===== src/rtl/wb_slave_mux.sv =====
// Wishbone B4 classic interconnect stage: one master, three slaves.
// Locks the decoded slave for a whole bus cycle and flags unmapped or unresponsive accesses.
module wb_slave_mux #(
  parameter int unsigned TIMEOUT = 255
) (
  input  logic        clk_i,
  input  logic        rst_i,
  input  logic        cyc_i,
  input  logic        stb_i,
  input  logic        we_i,
  input  logic [31:0] adr_i,
  input  logic [31:0] dat_i,
  input  logic [3:0]  sel_i,
  output logic [31:0] dat_o,
  output logic        ack_o,
  output logic        err_o,
  input  logic        acmp0,
  input  logic        acmp1,
  input  logic        acmp2,
  output logic [2:0]  slv_cyc_o,
  output logic [2:0]  slv_stb_o,
  input  logic [2:0]  slv_ack_i,
  input  logic [31:0] slv0_dat_i,
  input  logic [31:0] slv1_dat_i,
  input  logic [31:0] slv2_dat_i,
  output logic [31:0] slv_adr_o,
  output logic [31:0] slv_dat_o,
  output logic        slv_we_o,
  output logic [3:0]  slv_sel_o,
  output logic        fault_o
);

  localparam int unsigned      CNT_W     = $clog2(TIMEOUT + 1);
  localparam logic [CNT_W-1:0] TIMEOUT_C = CNT_W'(TIMEOUT);

  typedef enum logic [1:0] {
    ST_IDLE,
    ST_ACTIVE,
    ST_ERR,
    ST_HOLD
  } state_e;

  state_e           state_q, state_d;
  logic [2:0]       sel_q, sel_d;
  logic [CNT_W-1:0] cnt_q, cnt_d;
  logic [CNT_W-1:0] cnt_inc;
  logic             err_q, err_d;
  logic             fault_q, fault_d;
  logic             ack_sel;

  assign slv_adr_o = adr_i;
  assign slv_dat_o = dat_i;
  assign slv_we_o  = we_i;
  assign slv_sel_o = sel_i;

  // sel_q is only non-zero in ACTIVE, so it alone gates every slave-facing strobe.
  assign slv_cyc_o = sel_q & {3{cyc_i}};
  assign slv_stb_o = sel_q & {3{cyc_i & stb_i}};
  assign ack_sel   = |(slv_ack_i & sel_q);
  assign ack_o     = ack_sel & cyc_i;
  assign dat_o     = ({32{sel_q[0]}} & slv0_dat_i)
                   | ({32{sel_q[1]}} & slv1_dat_i)
                   | ({32{sel_q[2]}} & slv2_dat_i);
  assign err_o     = err_q;
  assign fault_o   = fault_q;
  assign cnt_inc   = cnt_q + CNT_W'(1);

  always_comb begin
    // NOTE: every signal driven here gets a default first, so no path can infer a latch.
    state_d = state_q;
    sel_d   = sel_q;
    cnt_d   = '0;
    case (state_q)
      ST_IDLE: begin
        if (cyc_i && stb_i) begin
          if (acmp0)      sel_d = 3'b001;
          else if (acmp1) sel_d = 3'b010;
          else if (acmp2) sel_d = 3'b100;
          else            sel_d = 3'b000;
          state_d = (sel_d != 3'b000) ? ST_ACTIVE : ST_ERR;
        end
      end
      ST_ACTIVE: begin
        if (!cyc_i) begin
          state_d = ST_IDLE;
          sel_d   = 3'b000;
        end else if (stb_i && !ack_sel) begin
          // A selected ack in the cycle the count would hit TIMEOUT takes precedence.
          if (cnt_inc == TIMEOUT_C) begin
            state_d = ST_ERR;
            sel_d   = 3'b000;
          end else begin
            cnt_d = cnt_inc;
          end
        end
      end
      ST_ERR: begin
        sel_d   = 3'b000;
        state_d = cyc_i ? ST_HOLD : ST_IDLE;
      end
      ST_HOLD: begin
        if (!cyc_i) state_d = ST_IDLE;
      end
      default: begin
        state_d = ST_IDLE;
        sel_d   = 3'b000;
      end
    endcase
    err_d   = (state_d == ST_ERR);
    fault_d = fault_q | err_d;
  end

  always_ff @(posedge clk_i) begin
    // NOTE: state registers use non-blocking assignments so all flops update from the same pre-edge values.
    if (rst_i) begin
      state_q <= ST_IDLE;
      sel_q   <= 3'b000;
      cnt_q   <= '0;
      err_q   <= 1'b0;
      fault_q <= 1'b0;
    end else begin
      state_q <= state_d;
      sel_q   <= sel_d;
      cnt_q   <= cnt_d;
      err_q   <= err_d;
      fault_q <= fault_d;
    end
  end

endmodule

===== config.mk =====
export PLATFORM = sky130hd
export DESIGN_NAME = wb_slave_mux
export DESIGN_NICKNAME = d
export VERILOG_FILES = /design/src/rtl/wb_slave_mux.sv
export SDC_FILE = /design/constraint.sdc
export NUM_CORES = 1
export LEC_CHECK = 0
export BUFFER_PORTS_ARGS = -buffer_cell sky130_fd_sc_hd__buf_2
export CAP_MARGIN = 20
export CORE_AREA = 2 2 110 112
export CTS_BUF_LIST = sky130_fd_sc_hd__clkbuf_4
export DETAILED_ROUTE_END_ITERATION = 8
export DIE_AREA = 0 0 112 114
export SETUP_SLACK_MARGIN = 0.4
export SLEW_MARGIN = 20
export SYNTH_ARGS = -nofsm -noshare
export SYNTH_HDL_FRONTEND = slang
export SYNTH_SLANG_ARGS = --single-unit

===== constraint.sdc =====
create_clock -name clk_i -period 1.8 [get_ports clk_i]
set_input_delay 0.36 -clock clk_i [delete_from_list [all_inputs] [get_ports clk_i]]
set_output_delay 0.36 -clock clk_i [all_outputs]
set_load 0.1 [all_outputs]

==> flow_summary.yaml <==
job:
  drv_cap: 0
logic_synthesis:
  netlist_instances: 260
  syn_avg_cell_area_um2: 7.579
  ys.flop_type: "dfxtp_1"
  yosysTopAreaCell: "buf_4"
  ys_types: 43
  async_flop_share_pct: 0
  synth_area_leaders: "buf_4 26%, a222oi_1 17%, dfxtp_1 15%, inv_1 7.2%, ha_1 5.1%"
  synth_edf_count: 0
  synthesis.area_um2: 1971
  synth_nets: 443
  yosysWarningCount: 0
  seq_area_frac_synth_pct: 15.24
  ys_ff_latch: 15
  yosys.area.top_type_share_pct: 26.29
power_and_ir_drop:
  p_leak_uw: 0.001492
  internal_power_uw: 847.0
  p_seq_share_pct: 20.7
  p_sw_uw: 799.7
  clkPwrFrac_pct: 12.5
  switching_share_pct: 48.56
  ir_drop_mv: 0.2723
  p_comb_share_pct: 66.7
  power.density_nw_per_um2: 502.7
timing:
  hold-worst-slack_ns: 0.3706
  period_share_pct: 103.8
  min_period_ns: 1.869
  fmax_ghz: 0.5350
  rsz0062_at_grt: "yes"
  hold_violations: 0
  finalSetupViolations: 33
  max-slew-margin-rel_pct: 69.69
  finalSetupTns_ns: -1.201
  worst_pin_slew_ns: 0.4531
  finalMaxSlewViolations: 0
  setup_ws_ns: -0.06900
  fin_skew_ns: 0.008092
worst_hold_path:
  holdPathStages: 2
  min_from: "rst_i"
  hold_end: "state_q[0]$_SDFF_PP0_"
  hold_path.class: "input port to register"
grt:
  antenna_found_initial: 0
  first_global_vias: 2045
  grt_usage_pct: 11.09
  grt_start_max_net_pins: 34
  grt_pass1_wl_um: 11050
  overflow: 0
finish:
  drive_above_1_share_pct: 70.26
  fin_util_pct: 27.97
  nets: 527
  areaGrowthSynthToFinish_pct: 66.22
  antenna_cells: 0
worst_setup_path:
  cp_data_required_time_ns: 1.44
  cp-start-kind: "register"
  endpoint_kind: "output pin"
  timing.rr.end: "sel_q[2]$_SDFFE_PP0P_"
  worstPathMaxFanout: 2
  r2r_slack_ns: 0.04
  worstReg2RegStart: "cnt_q[0]$_SDFF_PP0_"
  arrival_ns: 1.51
  critPathKind: "register to output pin"
  r2r_cells: 6
floorplanning:
  die_area_um2: 12770
  start_util_pct: 16.83
  core_um2: 11710
  row_count: 40
  die_h_um: 114
  die_w_um: 112
  pin_count: 285
placement:
  hpwl_um: 6521
  globalplace.congestion: 0.7842
  port_buffers: 146
cts:
  cts_sinks: 15
  insertion_delay_ns: 0.28
  path_clk_slew_ns: 0.09
  root_buffer: "clkbuf_4"
  cts_max_level: 1
  cts_buffers: 3
  cts_max_path_buffers: 2
  cts_tree: "done"
status:
  violations: "setup timing"
  status: "complete, but fails checks"
detailed_routing:
  vias: 2329
  dr.first_iter.drc_count: 202
  firstDrtPassIters: 8
  antenna_left: 0
  routed_wl_um: 8236
  drt-wirelength-per-cell_um: 16.81
  vias_per_cell: 4.753
  drc: 0
==> registers in the layout, indices dropped and copies added (netlist names) <==
register	flops
err_o	1
fault_o	1
sel_q	3
state_q	2
cnt_q	8
==> per-layer routing <==
metal | wire, um | up-vias | global-route usage [%]
met2 | 4031 | 169 | 19.39
met3 | 1314 | 22 | 6.323
met4 | 201 | 0 | 4.146
met1 | 2689 | 1099 | 11.04
li1 | - | 1039 | -
met5 | 0 | - | 0
==> power groups by stage <==
stage | combinational (uW) | sequential [uW] | clock, uW
CTS | 1090 | 342 | 210
global placement | 1050 | 354 | 0
global route | 1130 | 342 | 230
floorplan | 1350 | 349 | 0
finish | 1100 | 341 | 207
detailed placement | 1070 | 354 | 0
==> logic make-up after synthesis <==
logic type      share of synthesized area (%)
flops                                   15.24
compound gates                          25.84
buf+inv                                 36.64
xor+xnor                                2.222
simple gates                            14.98
fa+ha+maj                               5.080
==> synth_stat cells, types with 2 or more instances <==
master and number:
xor2_1 4, dfxtp_1 15, a31oi_1 3, buf_4 69
and3_1 3, clkbuf_1 13, nand3_1 5, inv_1 38
buf_1 2, a21oi_1 5, nor4_1 2, o311ai_1 2
ha_1 8, nand4_1 2, o21ai_0 2, and2_1 4
nor2_1 10, a222oi_1 33, nand2_1 12, nor3_1 5
==> critical path, stage by stage, from the launching register on <==
cell      delay, ns
dfxtp_4        0.37
buf_4          0.15
a222oi_1       0.32
buf_4          0.19
nor2_4         0.04
buf_12         0.16
==> worst max path at each step <==
stage | from | end | slack [ns]
after floorplan | sel_q[0]$_SDFFE_PP0P_ | ack_o | 0.19
after global placement | cnt_q[1]$_SDFF_PP0_ | sel_q[0]$_SDFFE_PP0P_ | 0.15
after detailed placement | acmp0 | fault_o$_SDFF_PP0_ | 0.10
after CTS | sel_q[0]$_SDFFE_PP0P_ | dat_o[1] | -0.08
after global routing | sel_q[0]$_SDFFE_PP0P_ | dat_o[8] | -0.13
final | sel_q[0]$_SDFFE_PP0P_ | ack_o | -0.07
==> cell usage in the layout, fill, tap and decap left out, types with 5 or more instances in the layout <==
cell type / Yosys / final
buf_2: 0 / 105
buf_12: 0 / 41
a222oi_1: 33 / 33
inv_2: 0 / 33
buf_4: 69 / 14
nand2_1: 12 / 12
dfxtp_1: 15 / 8
nor2_1: 10 / 6
dfxtp_4: 0 / 6
inv_1: 38 / 5
nand3_1: 5 / 5
==> final cells by class <==
| class | instances | area, um^2 |
|---|---|---|
| Timing Repair Buffer | 164 | 1513 |
| Tap cell | 147 | 183.9 |
| Sequential cell | 15 | 324.1 |
| Inverter | 38 | 142.6 |
| Fill cell | 1241 | 8436 |
| Clock buffer | 4 | 30.03 |
| Multi-Input combinational cell | 122 | 1082 |
==> per-stage QoR <==
step	area [um^2]	cells	worst slack (ns)	total power [uW]
after floorplan	2056	260	0.1900	1703
after global placement	3028	476	0.1464	1408
after detailed placement	3028	476	0.1031	1419
after CTS	3219	488	-0.08410	1641
after global routing	3276	490	-0.1323	1706
final	3276	490	-0.06900	1647
==> what timing repair did <==
action	CTS	global route
pin swaps	26	18
gates cloned	1	0
gates resized for setup	25	12
hold buffers	0	0
setup buffers	7	2
endpoints found under the setup margin	56	54
No activity file was read; power rests on OpenSTA's default activity.
